`src/rtl/mux4_scan_ctrl.sv`:
```
// Scan sequencer for a 4:1 bit mux: walks enabled channels in ascending order,
// settles each select for DWELL cycles, samples f and hands it off via valid/ready.
module mux4_scan_ctrl #(
  parameter int DWELL = 4,
  parameter int CNT_W = 8
) (
  input  logic       clk,
  input  logic       rst_n,
  input  logic       start,
  input  logic [3:0] en_mask,
  output logic [1:0] s,
  input  logic       f,
  output logic       sample_valid,
  input  logic       sample_ready,
  output logic       sample_bit,
  output logic [1:0] sample_ch,
  output logic [3:0] frame,
  output logic       frame_done,
  output logic       busy
);

  typedef enum logic [1:0] {IDLE, SETTLE, HOLD, DONE} state_t;

  localparam logic [CNT_W-1:0] CNT_LAST = CNT_W'(DWELL - 1);

  state_t           state, state_nxt;
  logic [3:0]       mask_q;
  logic [1:0]       ch_q;
  logic [CNT_W-1:0] cnt_q;

  logic [1:0] first_ch, next_ch;
  logic       first_found, has_next;
  logic       load_first, load_next, capture, handshake, clr_frame;

  // Lowest set bit of the incoming mask and next set bit above the current channel.
  always_comb begin
    first_ch    = '0;
    first_found = 1'b0;
    next_ch     = '0;
    has_next    = 1'b0;
    for (int unsigned i = 0; i < 4; i++) begin
      if (en_mask[i] && !first_found) begin
        first_ch    = 2'(i);
        first_found = 1'b1;
      end
      if (mask_q[i] && (i > 32'(ch_q)) && !has_next) begin
        next_ch  = 2'(i);
        has_next = 1'b1;
      end
    end
  end

  always_ff @(posedge clk or negedge rst_n) begin
    if (!rst_n) state <= IDLE;
    else        state <= state_nxt;
  end

  always_comb begin
    state_nxt  = state;
    load_first = 1'b0;
    load_next  = 1'b0;
    capture    = 1'b0;
    handshake  = 1'b0;
    clr_frame  = 1'b0;
    unique case (state)
      IDLE: begin
        if (start) begin
          clr_frame = 1'b1;
          if (first_found) begin
            load_first = 1'b1;
            state_nxt  = SETTLE;
          end else begin
            state_nxt  = DONE;
          end
        end
      end
      SETTLE: begin
        if (cnt_q == CNT_LAST) begin
          capture   = 1'b1;
          state_nxt = HOLD;
        end
      end
      HOLD: begin
        if (sample_ready) begin
          handshake = 1'b1;
          if (has_next) begin
            load_next = 1'b1;
            state_nxt = SETTLE;
          end else begin
            state_nxt = DONE;
          end
        end
      end
      DONE: state_nxt = IDLE;
      default: state_nxt = IDLE;
    endcase
  end

  always_ff @(posedge clk or negedge rst_n) begin
    if (!rst_n) begin
      mask_q       <= '0;
      ch_q         <= '0;
      cnt_q        <= '0;
      s            <= '0;
      sample_valid <= 1'b0;
      sample_bit   <= 1'b0;
      sample_ch    <= '0;
      frame        <= '0;
    end else begin
      if (state == SETTLE) cnt_q <= cnt_q + 1'b1;
      if (clr_frame) frame <= '0;
      if (load_first) begin
        mask_q <= en_mask;
        ch_q   <= first_ch;
        s      <= first_ch;
        cnt_q  <= '0;
      end
      if (capture) begin
        sample_bit   <= f;
        sample_ch    <= ch_q;
        frame[ch_q]  <= f;
        sample_valid <= 1'b1;
      end
      if (handshake) sample_valid <= 1'b0;
      if (load_next) begin
        ch_q  <= next_ch;
        s     <= next_ch;
        cnt_q <= '0;
      end
    end
  end

  assign frame_done = (state == DONE);
  assign busy       = (state != IDLE);

endmodule
```
`config.mk`:
```
export PLATFORM = sky130hd
export DESIGN_NAME = mux4_scan_ctrl
export DESIGN_NICKNAME = d
export VERILOG_FILES = /design/src/rtl/mux4_scan_ctrl.sv
export SDC_FILE = /design/constraint.sdc
export NUM_CORES = 1
export LEC_CHECK = 0
export BUFFER_PORTS_ARGS = -buffer_cell sky130_fd_sc_hd__clkbuf_2
export CORE_ASPECT_RATIO = 0.8
export CORE_MARGIN = 1
export CORE_UTILIZATION = 35
export CTS_CLUSTER_DIAMETER = 120
export DETAILED_ROUTE_END_ITERATION = 16
export HOLD_SLACK_MARGIN = 0.12
export PLACE_DENSITY = 0.66
export SYNTH_ARGS = -nofsm -noshare
export SYNTH_HDL_FRONTEND = slang
export SYNTH_SLANG_ARGS = --single-unit
```
`constraint.sdc`:
```
create_clock -name clk -period 2.3 [get_ports clk]
set_clock_uncertainty 0.05 [all_clocks]
set_input_delay 0.345 -clock clk [delete_from_list [all_inputs] [get_ports clk]]
set_output_delay 0.345 -clock clk [all_outputs]
set_load 0.05 [all_outputs]
```
# Word-level counts from Yosys, hierarchy flattened
# Cells that the tools add are included.
# word_totals
ff_bits	24
latchBits	0
mem_bits_rw	0
romBits	0
in_bits	9
out_inout_bits	12
word_cells	84
n_memories	0
# classes
add_sub_neg	1
n_mul	0
div	0
order_cmp	5
eq_ne	7
shift	0
n_mux	43
bitwise_logic	0
reduce_logical	20
# op_table
op	n
$mux 1	24
$mux 8	3
$mux 2	11
$logic_and 1x1->1	9
$add 8x1->8 const B	1
$eq 8x2->1 const B	1
$mux 4	2
$pmux 2 s4	1
$ne 2x2->1 const B	3
$reduce_bool 2->1	3
$logic_not 1->1	5
$bwmux 4	1
$eq 2x2->1 const B	2
$gt 2x2->1 const A	2
$lt 2x3->1 const B	1
$reduce_and 3->1	1
$reduce_bool 3->1	1
$demux 1 s2	1
$eq 2x1->1 const B	1
$ge 2x1->1 const B	1
$gt 1x2->1 const A	1
$logic_not 2->1	1

# Logic depth before layout (Yosys ltp)
# Gate-level depths: netlist (run 1).
# depth
depth_word	15
ltp_mapped	5
depth_no_buf	4

# Least setup slack after synthesis (run 1)
# OpenSTA, ideal clock, no wires.
# synth_path
path_type	flip-flop to flip-flop
start	register ch_q[1]
end	register ch_q[0]
setup_time_ns	0.138
t_arrival_ns	1.569
t_required_ns	2.112
setup_slack_ns	0.543
path_stages_with_launch	6
n_path_buf	1
synth_period_minus_slack_ns	1.757
cell_sequence	dfrtp_1 > buf_2 > o21bai_1 > or3_1 > nand3b_4 > o221ai_1
# synth_between
elab_chain_cells	13
elab_cells_between_ends	21
cone_classes	order compare: 3; mux: 10; reduce/logical: 8
# synth_lines
element	line_no	source
start: declaration	28	logic [1:0] ch_q;
start signal: assignment	114	ch_q <= first_ch;
start signal: assignment	126	ch_q <= next_ch;
$gt 1x2->1	46	if (mask_q[i] && (i > 32'(ch_q)) && !has_next) begin
$logic_and 1x1->1	46	
$mux 1	46	
$logic_not 1->1	46	
$logic_and 1x1->1	46	
$mux 1	46	
$logic_not 1->1	46	
$logic_and 1x1->1	46	
$mux 1	46	
$mux 1	86	if (has_next) begin
$mux 1	84	if (sample_ready) begin
$mux 1	65	unique case (state)
$mux 2 or $reduce_bool 2->1 (tied branches)	n/a	
# Several ways; a longest one is shown, not always the timed one.
# A chain may end at the register's enable or synchronous reset.

# Worst setup path in the final report (run 1)
# layout_path
start	register state[0]
end	register ch_q[0]
# layout_between
elab_chain_cells	3
elab_cells_between_ends	6
cone_classes	eq/ne: 1; mux: 3; reduce/logical: 2
# layout_lines
element	line_no	source
start: declaration	26	state_t state, state_nxt;
start signal: assignment	55	else state <= state_nxt;
$eq 2x2->1 or $logic_not 2->1 (tied branches)	65	
$mux 1	65	
$mux 2 or $reduce_bool 2->1 (tied branches)	n/a	
# Several ways; a longest one is shown, not always the timed one.

==> impl_results.html, run 1 <==
<table>
<tr><th>Metric</th><th>Value</th></tr>
<tr><th colspan="2">Outcome</th></tr>
<tr><td>Result of the run</td><td>completed</td></tr>
<tr><th colspan="2">Critical path</th></tr>
<tr><td>Critical path peak fanout</td><td>10</td></tr>
<tr><td>Stage delay of the slowest cell on the critical path</td><td>between 0.5 and 0.6 ns</td></tr>
<tr><td>Critical Setup Path Class</td><td>reg2reg</td></tr>
<tr><td>Startpoint types</td><td>flop</td></tr>
<tr><td>Slowest CP cell</td><td>sky130_fd_sc_hd__or3b_1</td></tr>
<tr><td>RR Endpoint</td><td>ch_q[0]$_DFFE_PN0P_</td></tr>
<tr><td>R2r startpoint</td><td>state[0]$_DFFE_PN0P_</td></tr>
<tr><td>Worst reg2reg setup slack</td><td>a little over 0.5 ns</td></tr>
<tr><td>Depth of the worst register-to-register path</td><td>4</td></tr>
<tr><td>Arrival time at the worst endpoint</td><td>about 1.9 ns</td></tr>
<tr><td>Crit path to</td><td>ch_q[0]$_DFFE_PN0P_</td></tr>
<tr><td>Crit-path cells</td><td>or3b_1 -&gt; nor2_2 -&gt; nand3b_4 -&gt; o221ai_1</td></tr>
<tr><td>Worst endpoint required time</td><td>2.39 ns</td></tr>
<tr><td>Sort of element at the end of the critical path</td><td>flop</td></tr>
<tr><td>Crit path from</td><td>state[0]$_DFFE_PN0P_</td></tr>
<tr><th colspan="2">Pwr</th></tr>
<tr><td>Total power divided by cell area</td><td>1398 nW/µm²</td></tr>
<tr><td>Worst voltage drop across the vdd grid</td><td>498.3 µV</td></tr>
<tr><td>Static power due to leakage</td><td>0.6831 nW</td></tr>
<tr><td>Final total power</td><td>just under 2 mW</td></tr>
<tr><th colspan="2">CTS</th></tr>
<tr><td># Post-CTS Setup Buffers</td><td>0</td></tr>
<tr><td>Total clock buffers created by CTS</td><td>3</td></tr>
<tr><td>Buffer cell driving the clock tree root</td><td>sky130_fd_sc_hd__clkbuf_8</td></tr>
<tr><td>Depth of the CTS H-tree</td><td>1</td></tr>
<tr><td>Worst-case clock buffer depth</td><td>2</td></tr>
<tr><td>Post-cts gate resize count</td><td>0</td></tr>
<tr><td>Clock-pin slew on the worst setup and hold paths</td><td>0.09 ns</td></tr>
<tr><td>CTS tree</td><td>yes</td></tr>
<tr><td>Clock tree sinks</td><td>23</td></tr>
<tr><td>Clock insertion delay at the later pin of the skew report</td><td>0.26 ns</td></tr>
<tr><td>Hold Buf Count CTS</td><td>1</td></tr>
<tr><th colspan="2">STA</th></tr>
<tr><td>Endpoints failing setup</td><td>0</td></tr>
<tr><td>Setup TNS</td><td>0 ns</td></tr>
<tr><td>Count of final hold-check violations</td><td>0</td></tr>
<tr><td>Final setup margin</td><td>0.5074 ns</td></tr>
<tr><td>Number of max-slew violations in the final report</td><td>0</td></tr>
<tr><td>Worst Max-Slew Pin Slew</td><td>0.5674 ns</td></tr>
<tr><td>Setup repair after global routing missed its margin</td><td>false</td></tr>
<tr><td>Period minus WS final</td><td>roughly 1.8 ns</td></tr>
<tr><td>Portion of the clock cycle consumed by the worst path in the final layout</td><td>77.94%</td></tr>
<tr><td>Normalized max-slew margin</td><td>62.18%</td></tr>
<tr><td>FMAX</td><td>0.5578 GHz</td></tr>
<tr><th colspan="2">Floorplan</th></tr>
<tr><td>Number of ports placed on the die boundary</td><td>21</td></tr>
<tr><td>Die Ht</td><td>roughly 55 µm</td></tr>
<tr><td>Core Box Area</td><td>3198 µm²</td></tr>
<tr><td>Initial Util</td><td>37.95%</td></tr>
<tr><td>Die boundary width</td><td>approximately 68 µm</td></tr>
<tr><td>Number of standard-cell rows in the floorplan</td><td>18</td></tr>
<tr><td>Area of the die</td><td>3709 µm²</td></tr>
<tr><th colspan="2">Finish</th></tr>
<tr><td>Fin nets</td><td>150</td></tr>
<tr><td>Final antenna diode count</td><td>0</td></tr>
<tr><td>Fraction of layout instances using a drive strength above 1</td><td>approximately a quarter</td></tr>
<tr><td>Number of filler instances in the final layout</td><td>305</td></tr>
<tr><td>Layout Cells excl Fill</td><td>about 180</td></tr>
<tr><td>Area Growth Syn to Fin</td><td>15.98%</td></tr>
<tr><th colspan="2">Place</th></tr>
<tr><td>Placed cell count</td><td>174</td></tr>
<tr><td>IO Port Bufs</td><td>20</td></tr>
<tr><td>Placement Setup Slack</td><td>0.4856 ns</td></tr>
<tr><td>Final GP Congestion</td><td>approximately 0.9</td></tr>
<tr><td>Post-detailed-placement half-perimeter wirelength</td><td>1.897 mm</td></tr>
<tr><th colspan="2">Job</th></tr>
<tr><td># Max-Cap Violations</td><td>0</td></tr>
<tr><th colspan="2">Synthesis</th></tr>
<tr><td>Number of flops mapped to enable cells by yosys</td><td>0</td></tr>
<tr><td>Number of distinct standard cells referenced by the synthesized netlist</td><td>39</td></tr>
<tr><td>Post-Syn Nets</td><td>126</td></tr>
<tr><td>Primary flip-flop cell chosen by synthesis mapping</td><td>sky130_fd_sc_hd__dfrtp_1</td></tr>
<tr><td>Flop and latch count out of synthesis</td><td>23</td></tr>
<tr><td>Async set-or-reset flop fraction in the synthesized netlist</td><td>100.0%</td></tr>
<tr><td>Yosys Warn Count</td><td>0</td></tr>
<tr><td>Total standard cell area after synthesis</td><td>~1200 µm²</td></tr>
<tr><td>Synth Area per Inst</td><td>10.46 µm²</td></tr>
<tr><td>Cell count after synthesis</td><td>between 100 and 150</td></tr>
<tr><td>Portion of the post-synthesis area used by sequential elements</td><td>approximately 47%</td></tr>
<tr><th colspan="2">Route</th></tr>
<tr><td>DRC errors left</td><td>0</td></tr>
<tr><td>Wire length per cell</td><td>14.02 µm</td></tr>
<tr><td>Routed wire length</td><td>2.509 mm</td></tr>
<tr><td>Number of antenna-violating nets in the routed design</td><td>0</td></tr>
<tr><td>Post-DR vias/cell</td><td>around 5.3</td></tr>
<tr><td>Via Count</td><td>955</td></tr>
<tr><td>Violation count after the first detailed-routing iteration</td><td>54</td></tr>
<tr><td>Pre-antenna DRT Iters</td><td>4</td></tr>
<tr><th colspan="2">Worst hold path</th></tr>
<tr><td>Worst min path class</td><td>in2reg</td></tr>
<tr><th colspan="2">GRT</th></tr>
<tr><td>Overall routing resource usage</td><td>15.78%</td></tr>
<tr><td>Total global routing overflow</td><td>0</td></tr>
<tr><td>Pin count of the biggest net entering global routing</td><td>24</td></tr>
<tr><td>Global-route wire length before repair</td><td>about 4.2 mm</td></tr>
<tr><td>Initial antenna violation count</td><td>0</td></tr>
<tr><td>Via count of the first global-routing pass</td><td>937</td></tr>
</table>
-- cell usage in the layout, fill, tap and decap left out, drive strengths merged, types with 4 or more instances in the layout --
master / synthesis / layout
dfrtp: 23 / 23
clkbuf: 0 / 23
nor2: 13 / 13
nand2: 11 / 11
mux2i: 6 / 6
o21ai: 6 / 6
xor2: 6 / 6
nand3: 5 / 5
mux2: 5 / 5
inv: 4 / 4
nand4: 4 / 4
-- layer usage --
metal	track usage, %	vias up	routed length, µm
met5	0	-	0
met4	7.292	0	53
met3	2.500	4	91
met2	24.26	22	1104
met1	21.86	466	1260
li1	-	463	-
-- worst max-delay path, delay by kind of cell (launching register included) --
family	cells	cell delay (ns)
simple gates	3	1.03
compound gates	1	0.13
flops	1	0.46
-- how the worst min path moves through the flow --
stage,start,end,slack (ns),cells past startpoint
after floorplan,rst_n,ch_q[0]$_DFFE_PN0P_,-0.0006,0
after global placement,rst_n,sample_valid$_DFFE_PN0P_,0.32,1
after detailed placement,rst_n,sample_valid$_DFFE_PN0P_,0.33,1
after CTS,f,sample_bit$_DFFE_PN0P_,0.28,2
after global routing,f,sample_bit$_DFFE_PN0P_,0.29,2
final,f,sample_bit$_DFFE_PN0P_,0.29,2
-- flip-flops by register name, indices dropped and copies added, names as in the netlist --
signal / cells
ch_q: 2
cnt_q: 8
frame: 4
mask_q: 3
sample_bit: 1
sample_ch: 2
sample_valid: 1
state: 2
-- Yosys cell counts (2+ instances only) --
master / n / area [µm²]
sky130_fd_sc_hd__a21oi_1: 3 / 15.01
sky130_fd_sc_hd__and2_1: 3 / 18.77
sky130_fd_sc_hd__dfrtp_1: 23 / 575.6
sky130_fd_sc_hd__inv_1: 4 / 15.01
sky130_fd_sc_hd__mux2_2: 5 / 56.30
sky130_fd_sc_hd__mux2i_1: 6 / 60.06
sky130_fd_sc_hd__nand2_1: 11 / 41.29
sky130_fd_sc_hd__nand3_1: 5 / 25.02
sky130_fd_sc_hd__nand4_1: 3 / 18.77
sky130_fd_sc_hd__nor2_1: 12 / 45.04
sky130_fd_sc_hd__nor2b_1: 2 / 12.51
sky130_fd_sc_hd__o21ai_0: 6 / 30.03
sky130_fd_sc_hd__or3_1: 2 / 12.51
sky130_fd_sc_hd__xor2_1: 6 / 52.55
-- through the flow --
| step | hold slack, ns | utilization (%) | cell area (µm²) |
|---|---|---|---|
| detailed placement | 0.3268 | 42.25 | 1351 |
| floorplan | -0.0005911 | - | 1214 |
| finish | 0.2851 | 44.01 | 1408 |
| global route | 0.2924 | 44.01 | 1408 |
| global placement | 0.3184 | 42.25 | 1351 |
| CTS | 0.2823 | 44.01 | 1408 |
-- final cells by class --
| type | instances | area [µm²] | share of cell area [%] |
|---|---|---|---|
| Sequential cell | 23 | 575.6 | 40.89 |
| Clock buffer | 3 | 41.29 | 2.933 |
| Tap cell | 40 | 50.05 | 3.556 |
| Inverter | 4 | 15.01 | 1.067 |
| Clock inverter | 1 | 5.005 | 0.3556 |
| Multi-Input combinational cell | 87 | 610.6 | 43.38 |
| Timing Repair Buffer | 21 | 110.1 | 7.822 |
-- power breakdown --
part	total, mW	switching (mW)	internal [mW]
registers	0.732	0.176	0.556
logic	0.986	0.663	0.323
clock network	0.250	0.130	0.121
total	1.97	0.969	0.999
-- cell families after synthesis --
family                   count (synthesis)  share of synthesized area (%)
AND/OR/NAND/NOR                         52                          26.39
buffers and inverters                    6                          2.268
adder cells (fa/ha/maj)                  1                          1.031
multiplexers                            11                          9.587
XOR/XNOR                                 7                          5.052
AO/OA/AOI/OAI                           16                          8.249
flip-flops                              23                          47.42
No activity file was read; power rests on OpenSTA's default activity.
==> run 2: changes to the inputs <==
==> constraint.sdc (replaced) <==
create_clock -name clk -period 1.85 [get_ports clk]
set_clock_uncertainty 0.05 [all_clocks]
set_input_delay 0.2775 -clock clk [delete_from_list [all_inputs] [get_ports clk]]
set_output_delay 0.2775 -clock clk [all_outputs]
set_load 0.05 [all_outputs]
==> impl_results.html, run 2 (synthesized netlist as in run 1, its figures left out) <==
<table>
<tr><th>Metric</th><th>Value</th></tr>
<tr><th colspan="2">STA</th></tr>
<tr><td>FMAX</td><td>0.5858 GHz (+5.0%)</td></tr>
<tr><td>Setup repair after global routing missed its margin</td><td>false</td></tr>
<tr><td>Period minus WS final</td><td>1.707 ns (-0.08566 ns)</td></tr>
<tr><td>Count of final hold-check violations</td><td>0 (unchanged)</td></tr>
<tr><td>Number of max-slew violations in the final report</td><td>0 (unchanged)</td></tr>
<tr><td>Normalized max-slew margin</td><td>62.01% (-0.16 points)</td></tr>
<tr><td>Portion of the clock cycle consumed by the worst path in the final layout</td><td>92.27% (+14 points)</td></tr>
<tr><td>Final setup margin</td><td>0.1430 ns (-0.3643 ns)</td></tr>
<tr><td>Endpoints failing setup</td><td>0 (unchanged)</td></tr>
<tr><td>Worst Max-Slew Pin Slew</td><td>0.5698 ns (+0.002447 ns)</td></tr>
<tr><td>Setup TNS</td><td>0 ns (unchanged)</td></tr>
<tr><th colspan="2">Floorplan</th></tr>
<tr><td>Die boundary width</td><td>67.84 µm (unchanged)</td></tr>
<tr><td>Initial Util</td><td>37.95% (unchanged)</td></tr>
<tr><td>Number of standard-cell rows in the floorplan</td><td>18 (unchanged)</td></tr>
<tr><td>Number of ports placed on the die boundary</td><td>21 (unchanged)</td></tr>
<tr><td>Core Box Area</td><td>3198 µm² (unchanged)</td></tr>
<tr><td>Area of the die</td><td>3709 µm² (unchanged)</td></tr>
<tr><td>Die Ht</td><td>54.67 µm (unchanged)</td></tr>
<tr><th colspan="2">Place</th></tr>
<tr><td>Placement Setup Slack</td><td>0.1671 ns (-0.3185 ns)</td></tr>
<tr><td>Post-detailed-placement half-perimeter wirelength</td><td>2.022 mm (+6.6%)</td></tr>
<tr><td>Final GP Congestion</td><td>0.8419 (-8.3%)</td></tr>
<tr><td>IO Port Bufs</td><td>20 (unchanged)</td></tr>
<tr><th colspan="2">GRT</th></tr>
<tr><td>Total global routing overflow</td><td>0 (unchanged)</td></tr>
<tr><td>Via count of the first global-routing pass</td><td>905 (-3.4%)</td></tr>
<tr><td>Initial antenna violation count</td><td>0 (unchanged)</td></tr>
<tr><td>Global-route wire length before repair</td><td>4.360 mm (+3.3%)</td></tr>
<tr><td>Pin count of the biggest net entering global routing</td><td>24 (unchanged)</td></tr>
<tr><td>Overall routing resource usage</td><td>16.45% (+0.66 points)</td></tr>
<tr><th colspan="2">Critical path</th></tr>
<tr><td>Stage delay of the slowest cell on the critical path</td><td>0.45 ns (-0.06 ns)</td></tr>
<tr><td>Combined buffer and inverter count along the critical path</td><td>0 (unchanged)</td></tr>
<tr><td>Worst endpoint required time</td><td>1.94 ns (-0.45 ns)</td></tr>
<tr><td>Arrival time at the worst endpoint</td><td>1.79 ns (-0.09 ns)</td></tr>
<tr><td>Critical path peak fanout</td><td>10 (unchanged)</td></tr>
<tr><td>Top cell family by delay on the critical path</td><td>simple AND/OR/NAND/NOR gates</td></tr>
<tr><td>Sort of element at the end of the critical path</td><td>flop</td></tr>
<tr><td>Slowest CP cell</td><td>sky130_fd_sc_hd__dfrtp_1</td></tr>
<tr><td>Crit-path cells</td><td>or3b_1 -&gt; nor2_2 -&gt; nand3b_4 -&gt; o221ai_1</td></tr>
<tr><td>Startpoint types</td><td>flop</td></tr>
<tr><td>Critical Setup Path Class</td><td>reg2reg</td></tr>
<tr><th colspan="2">CTS</th></tr>
<tr><td>Total clock buffers created by CTS</td><td>3 (unchanged)</td></tr>
<tr><td>Buffer cell driving the clock tree root</td><td>sky130_fd_sc_hd__clkbuf_8</td></tr>
<tr><td>Clock-pin slew on the worst setup and hold paths</td><td>0.08 ns (about the same)</td></tr>
<tr><td>Depth of the CTS H-tree</td><td>1 (unchanged)</td></tr>
<tr><td>Clock tree sinks</td><td>23 (unchanged)</td></tr>
<tr><td>Clock insertion delay at the later pin of the skew report</td><td>0.26 ns (about the same)</td></tr>
<tr><td>Post-cts gate resize count</td><td>0 (unchanged)</td></tr>
<tr><td># Post-CTS Setup Buffers</td><td>0 (unchanged)</td></tr>
<tr><td>Hold Buf Count CTS</td><td>1 (unchanged)</td></tr>
<tr><td>Worst-case clock buffer depth</td><td>2 (unchanged)</td></tr>
<tr><td>CTS tree</td><td>yes</td></tr>
<tr><th colspan="2">Finish</th></tr>
<tr><td>Commonest non-fill, non-tap cell in the layout</td><td>sky130_fd_sc_hd__dfrtp_1</td></tr>
<tr><td>Biggest register</td><td>cnt_q</td></tr>
<tr><td>Fin nets</td><td>155 (+3.3%)</td></tr>
<tr><td>Flip-flop count of the largest register, all copies and words added</td><td>8 (unchanged)</td></tr>
<tr><td>Number of filler instances in the final layout</td><td>312 (+2.3%)</td></tr>
<tr><td>Top flop regs</td><td>cnt_q x8, frame x4, mask_q x3</td></tr>
<tr><td>Final antenna diode count</td><td>0 (unchanged)</td></tr>
<tr><td>Most frequent cells in the layout</td><td>sky130_fd_sc_hd__dfrtp_1, sky130_fd_sc_hd__clkbuf_2, sky130_fd_sc_hd__nor2_1, sky130_fd_sc_hd__nand2_1</td></tr>
<tr><td>Area Growth Syn to Fin</td><td>19.07%</td></tr>
<tr><td>Fraction of layout instances using a drive strength above 1</td><td>27.08% (+2.6 points)</td></tr>
<tr><th colspan="2">Pwr</th></tr>
<tr><td>Worst voltage drop across the vdd grid</td><td>906.6 µV (+82%)</td></tr>
<tr><td>Static power due to leakage</td><td>0.7067 nW (+3.4%)</td></tr>
<tr><td>Total power divided by cell area</td><td>1741 nW/µm² (+24%)</td></tr>
<tr><th colspan="2">Route</th></tr>
<tr><td>Via Count</td><td>969 (+1.5%)</td></tr>
<tr><td>Violation count after the first detailed-routing iteration</td><td>51 (-5.6%)</td></tr>
<tr><td>Wire length per cell</td><td>14.30 µm (+2.0%)</td></tr>
<tr><td>Number of antenna-violating nets in the routed design</td><td>0 (unchanged)</td></tr>
<tr><td>Pre-antenna DRT Iters</td><td>4 (unchanged)</td></tr>
<tr><td>Routed wire length</td><td>2.631 mm (+4.9%)</td></tr>
<tr><td>DRC errors left</td><td>0 (unchanged)</td></tr>
<tr><td>Post-DR vias/cell</td><td>5.266 (-1.3%)</td></tr>
<tr><th colspan="2">Outcome</th></tr>
<tr><td>Result of the run</td><td>completed</td></tr>
<tr><th colspan="2">Worst hold path</th></tr>
<tr><td>Worst min path class</td><td>in2reg</td></tr>
<tr><th colspan="2">Job</th></tr>
<tr><td># Max-Cap Violations</td><td>0 (unchanged)</td></tr>
</table>
==> run 2: power breakdown <==
group	total (mW)	internal, mW	leakage, nW	switching [mW]
Clock	0.308	0.150	0.0255	0.158
Sequential	0.887	0.692	0.294	0.196
Combinational	1.32	0.452	0.387	0.868
==> run 2: worst paths after layout <==
check / cells past startpoint / endpoint / slack [ns] / startpoint
min: 2 / sample_bit$_DFFE_PN0P_ / 0.21 / f
max reg2reg: 4 / ch_q[0]$_DFFE_PN0P_ / 0.14 / state[0]$_DFFE_PN0P_
max in group asynchronous: 2 / mask_q[1]$_DFFE_PN0P_ / 0.88 / rst_n
max: 4 / ch_q[0]$_DFFE_PN0P_ / 0.14 / state[0]$_DFFE_PN0P_
min reg2reg: 1 / sample_ch[0]$_DFFE_PN0P_ / 0.47 / sample_ch[0]$_DFFE_PN0P_
min in group asynchronous: 2 / sample_valid$_DFFE_PN0P_ / 0.49 / rst_n
==> run 2: final cells by class <==
| type | count | area, µm² | share of cell area [%] |
|---|---|---|---|
| tap | 40 | 50.05 | 3.463 |
| clock inverter | 1 | 5.005 | 0.3463 |
| clock buffer | 3 | 41.29 | 2.857 |
| inverter | 4 | 15.01 | 1.039 |
| multi-input combinational | 87 | 610.6 | 42.25 |
| timing repair buffer | 26 | 147.6 | 10.22 |
| sequential | 23 | 575.6 | 39.83 |
==> run 2: per-layer routing <==
layer / part of all wire [%] / wire, µm / vias up / GRT usage, %
met4: 1.0 / 27 / 0 / 4.167
met3: 4.0 / 106 / 2 / 3.750
met2: 44 / 1162 / 22 / 25.41
met5: 0 / 0 / - / 0
met1: 51 / 1334 / 474 / 23.18
li1: - / - / 471 / -
==> run 2: through the flow <==
stage / utilization (%) / hold WS (ns) / power [mW] / instance area, µm² / cells
finish: 45.19 / 0.2138 / 2.516 / 1445 / 184
global route: 45.19 / 0.2090 / 2.692 / 1445 / 184
CTS: 45.19 / 0.2084 / 2.541 / 1445 / 184
detailed placement: 43.43 / 0.2519 / 2.211 / 1389 / 179
global placement: 43.43 / 0.2457 / 2.183 / 1389 / 179
floorplan: - / -0.06809 / 1.870 / 1214 / 116
==> run 3: changes to the inputs <==
--- a/config.mk
+++ b/config.mk
@@ -8,11 +8,11 @@
 export BUFFER_PORTS_ARGS = -buffer_cell sky130_fd_sc_hd__clkbuf_2
 export CORE_ASPECT_RATIO = 0.8
 export CORE_MARGIN = 1
-export CORE_UTILIZATION = 35
+export CORE_UTILIZATION = 54
 export CTS_CLUSTER_DIAMETER = 120
 export DETAILED_ROUTE_END_ITERATION = 16
 export HOLD_SLACK_MARGIN = 0.12
-export PLACE_DENSITY = 0.66
+export PLACE_DENSITY = 0.89
 export SYNTH_ARGS = -nofsm -noshare
 export SYNTH_HDL_FRONTEND = slang
 export SYNTH_SLANG_ARGS = --single-unit
==> impl_results.html, run 3 (synthesized netlist as in run 1, its figures left out) <==
<table>
<tr><th>Metric</th><th>Value</th></tr>
<tr><th colspan="2">Outcome</th></tr>
<tr><td>Result of the run</td><td>completed</td></tr>
<tr><th colspan="2">Place</th></tr>
<tr><td>Post-detailed-placement half-perimeter wirelength</td><td>1.985 mm (-1.8%)</td></tr>
<tr><td>Final GP Congestion</td><td>0.9109 (+8.2%)</td></tr>
<tr><td>IO Port Bufs</td><td>20 (unchanged)</td></tr>
<tr><td>Placed cell count</td><td>162 (-9.5%)</td></tr>
<tr><th colspan="2">Finish</th></tr>
<tr><td>Biggest register</td><td>cnt_q</td></tr>
<tr><td>Area Growth Syn to Fin</td><td>15.15%</td></tr>
<tr><td>Final antenna diode count</td><td>0 (unchanged)</td></tr>
<tr><td>Top flop regs</td><td>cnt_q x8, frame x4, mask_q x3</td></tr>
<tr><td>Fin nets</td><td>154 (-0.65%)</td></tr>
<tr><td>Layout Cells excl Fill</td><td>167 (-9.2%)</td></tr>
<tr><td>Most frequent cells in the layout</td><td>sky130_fd_sc_hd__dfrtp_1, sky130_fd_sc_hd__clkbuf_2, sky130_fd_sc_hd__nor2_1, sky130_fd_sc_hd__nand2_1</td></tr>
<tr><td>Fraction of layout instances using a drive strength above 1</td><td>25.87% (-1.2 points)</td></tr>
<tr><td>Commonest non-fill, non-tap cell in the layout</td><td>sky130_fd_sc_hd__dfrtp_1</td></tr>
<tr><td>Flip-flop count of the largest register, all copies and words added</td><td>8 (unchanged)</td></tr>
<tr><th colspan="2">Floorplan</th></tr>
<tr><td>Initial Util</td><td>60.78% (+23 points)</td></tr>
<tr><td>Die Ht</td><td>44.40 µm (-19%)</td></tr>
<tr><td>Core Box Area</td><td>1997 µm² (-38%)</td></tr>
<tr><td>Number of ports placed on the die boundary</td><td>21 (unchanged)</td></tr>
<tr><td>Number of standard-cell rows in the floorplan</td><td>14 (-4)</td></tr>
<tr><td>Area of the die</td><td>2442 µm² (-34%)</td></tr>
<tr><td>Die boundary width</td><td>55.01 µm (-19%)</td></tr>
<tr><th colspan="2">Route</th></tr>
<tr><td>Number of antenna-violating nets in the routed design</td><td>0 (unchanged)</td></tr>
<tr><td>Violation count after the first detailed-routing iteration</td><td>42 (-18%)</td></tr>
<tr><td>Wire length per cell</td><td>15.78 µm (+10%)</td></tr>
<tr><td>Pre-antenna DRT Iters</td><td>4 (unchanged)</td></tr>
<tr><td>Post-DR vias/cell</td><td>6.120 (+16%)</td></tr>
<tr><td>DRC errors left</td><td>0 (unchanged)</td></tr>
<tr><td>Routed wire length</td><td>2.635 mm (+0.15%)</td></tr>
<tr><td>Via Count</td><td>1022 (+5.5%)</td></tr>
<tr><th colspan="2">Pwr</th></tr>
<tr><td>Clk network pwr share</td><td>9.5% (-2.8 points)</td></tr>
<tr><td>Sequential fraction of design power</td><td>35.6% (+0.3 points)</td></tr>
<tr><td>Internal portion of total power</td><td>1.232 mW (-4.8%)</td></tr>
<tr><td>Share of total power in combinational logic</td><td>54.9% (+2.4 points)</td></tr>
<tr><td>Worst voltage drop across the vdd grid</td><td>1202 µV (+33%)</td></tr>
<tr><td>Static power due to leakage</td><td>0.6911 nW (-2.2%)</td></tr>
<tr><td>Switching power share of the total</td><td>50.05% (+1.5 points)</td></tr>
<tr><td>Net Sw Power</td><td>1.234 mW (+1.0%)</td></tr>
<tr><td>Total power divided by cell area</td><td>1764 nW/µm² (+1.4%)</td></tr>
<tr><th colspan="2">STA</th></tr>
<tr><td>Count of final hold-check violations</td><td>0 (unchanged)</td></tr>
<tr><td>Period minus WS final</td><td>1.764 ns (+0.05682 ns)</td></tr>
<tr><td>Setup TNS</td><td>0 ns (unchanged)</td></tr>
<tr><td>Number of max-slew violations in the final report</td><td>0 (unchanged)</td></tr>
<tr><td>Portion of the clock cycle consumed by the worst path in the final layout</td><td>95.34% (+3.1 points)</td></tr>
<tr><td>Setup repair after global routing missed its margin</td><td>false</td></tr>
<tr><td>FMAX</td><td>0.5670 GHz (-3.2%)</td></tr>
<tr><td>Worst Max-Slew Pin Slew</td><td>0.5838 ns (+0.01400 ns)</td></tr>
<tr><td>Normalized max-slew margin</td><td>61.08% (-0.93 points)</td></tr>
<tr><td>Endpoints failing setup</td><td>0 (unchanged)</td></tr>
<tr><th colspan="2">CTS</th></tr>
<tr><td>Total clock buffers created by CTS</td><td>3 (unchanged)</td></tr>
<tr><td>Clock insertion delay at the later pin of the skew report</td><td>0.32 ns (+0.06 ns)</td></tr>
<tr><td>Post-cts gate resize count</td><td>0 (unchanged)</td></tr>
<tr><td>Buffer cell driving the clock tree root</td><td>sky130_fd_sc_hd__clkbuf_4</td></tr>
<tr><td>Clock tree sinks</td><td>23 (unchanged)</td></tr>
<tr><td>Depth of the CTS H-tree</td><td>1 (unchanged)</td></tr>
<tr><td>Worst-case clock buffer depth</td><td>2 (unchanged)</td></tr>
<tr><td>CTS tree</td><td>yes</td></tr>
<tr><td>Clock-pin slew on the worst setup and hold paths</td><td>0.13 ns (+0.05 ns)</td></tr>
<tr><th colspan="2">Critical path</th></tr>
<tr><td>Critical path peak fanout</td><td>10 (unchanged)</td></tr>
<tr><td>Slowest CP cell</td><td>sky130_fd_sc_hd__dfrtp_1</td></tr>
<tr><td>Top cell family by delay on the critical path</td><td>simple AND/OR/NAND/NOR gates</td></tr>
<tr><td>Crit-path cells</td><td>or3b_1 -&gt; nor2_2 -&gt; nand3b_4 -&gt; o221ai_1</td></tr>
<tr><td>Sort of element at the end of the critical path</td><td>flop</td></tr>
<tr><td>Combined buffer and inverter count along the critical path</td><td>0 (unchanged)</td></tr>
<tr><td>Startpoint types</td><td>flop</td></tr>
<tr><td>Stage delay of the slowest cell on the critical path</td><td>0.49 ns (+0.04 ns)</td></tr>
<tr><td>Worst endpoint required time</td><td>2.01 ns (+0.07 ns)</td></tr>
<tr><td>Arrival time at the worst endpoint</td><td>1.92 ns (+0.13 ns)</td></tr>
<tr><td>Critical Setup Path Class</td><td>reg2reg</td></tr>
<tr><th colspan="2">GRT</th></tr>
<tr><td>Global-route wire length before repair</td><td>4.167 mm (-4.4%)</td></tr>
<tr><td>Via count of the first global-routing pass</td><td>906 (+0.11%)</td></tr>
<tr><td>Pin count of the biggest net entering global routing</td><td>24 (unchanged)</td></tr>
<tr><td>Overall routing resource usage</td><td>25.23% (+8.8 points)</td></tr>
<tr><td>Total global routing overflow</td><td>0 (unchanged)</td></tr>
<tr><td>Initial antenna violation count</td><td>0 (unchanged)</td></tr>
<tr><th colspan="2">Job</th></tr>
<tr><td># Max-Cap Violations</td><td>0 (unchanged)</td></tr>
<tr><th colspan="2">Worst hold path</th></tr>
<tr><td>Worst min path class</td><td>in2reg</td></tr>
</table>
run 3: cell count changes in the layout (fill, tap and decap cells not counted):
| cell | before | now |
|---|---|---|
| sky130_fd_sc_hd__clkbuf_1 | 0 | 1 |
| sky130_fd_sc_hd__buf_4 | 5 | 4 |
| sky130_fd_sc_hd__clkbuf_4 | 0 | 3 |
| sky130_fd_sc_hd__clkbuf_8 | 3 | 0 |
| sky130_fd_sc_hd__clkinv_2 | 1 | 0 |
run 3: final cells by class:
| cell class | instances | area [µm²] |
|---|---|---|
| Multi-Input combinational cell | 87 | 610.6 |
| Fill cell | 168 | 599.3 |
| Sequential cell | 23 | 575.6 |
| Timing Repair Buffer | 25 | 140.1 |
| Tap cell | 24 | 30.03 |
| Clock buffer | 4 | 26.28 |
| Inverter | 4 | 15.01 |
run 3: worst register-to-register path: stages (launching register included):
cell and delay (ns):
sky130_fd_sc_hd__dfrtp_1 0.49, sky130_fd_sc_hd__or3b_1 0.48, sky130_fd_sc_hd__nor2_2 0.25, sky130_fd_sc_hd__nand3b_4 0.25, sky130_fd_sc_hd__o221ai_1 0.13
run 3: layer usage:
layer | vias to the layer above | part of all wire (%) | global-route usage (%)
met1 | 494 | 45 | 32.59
met3 | 2 | 8.9 | 7.904
met5 | - | 0 | 0
li1 | 470 | - | -
met2 | 56 | 46 | 40.48
met4 | 0 | 0.72 | 7.500
run 3: metrics by stage:
step / setup slack [ns] / hold WS [ns] / power, mW / instance area [µm²] / util (%)
after global placement: 0.1881 / 0.2436 / 2.162 / 1361 / 68.17
after floorplan: 0.09263 / -0.06809 / 1.870 / 1214 / -
after detailed placement: 0.1217 / 0.2471 / 2.222 / 1361 / 68.17
final: 0.08619 / 0.1519 / 2.466 / 1398 / 69.99
after CTS: 0.09437 / 0.1436 / 2.465 / 1398 / 69.99
after global routing: 0.001217 / 0.1543 / 2.605 / 1398 / 69.99
run 3: final timing paths:
check / startpoint / to / slack, ns / depth (start not counted)
setup / recovery: state[1]$_DFFE_PN0P_ / ch_q[0]$_DFFE_PN0P_ / 0.09 / 4
hold / removal: f / sample_bit$_DFFE_PN0P_ / 0.15 / 2
setup reg to reg: state[1]$_DFFE_PN0P_ / ch_q[0]$_DFFE_PN0P_ / 0.09 / 4
hold reg to reg: sample_valid$_DFFE_PN0P_ / sample_valid$_DFFE_PN0P_ / 0.47 / 2
max in group asynchronous: rst_n / state[0]$_DFFE_PN0P_ / 0.94 / 2
min in group asynchronous: rst_n / cnt_q[2]$_DFFE_PN0P_ / 0.42 / 2
run 3: power by group through the flow:
stage	registers, mW	clock network (mW)	logic (mW)
after floorplan	1.16	0	0.714
after global placement	0.864	0	1.30
after detailed placement	0.886	0	1.34
after CTS	0.875	0.245	1.35
after global routing	0.900	0.265	1.44
final	0.877	0.234	1.35
run 3: timing repair:
| item | CTS | global route |
|---|---|---|
| hold buffers | 1 | 0 |
| hold endpoints to repair | 23 | 0 |
| setup buffers | 0 | 0 |
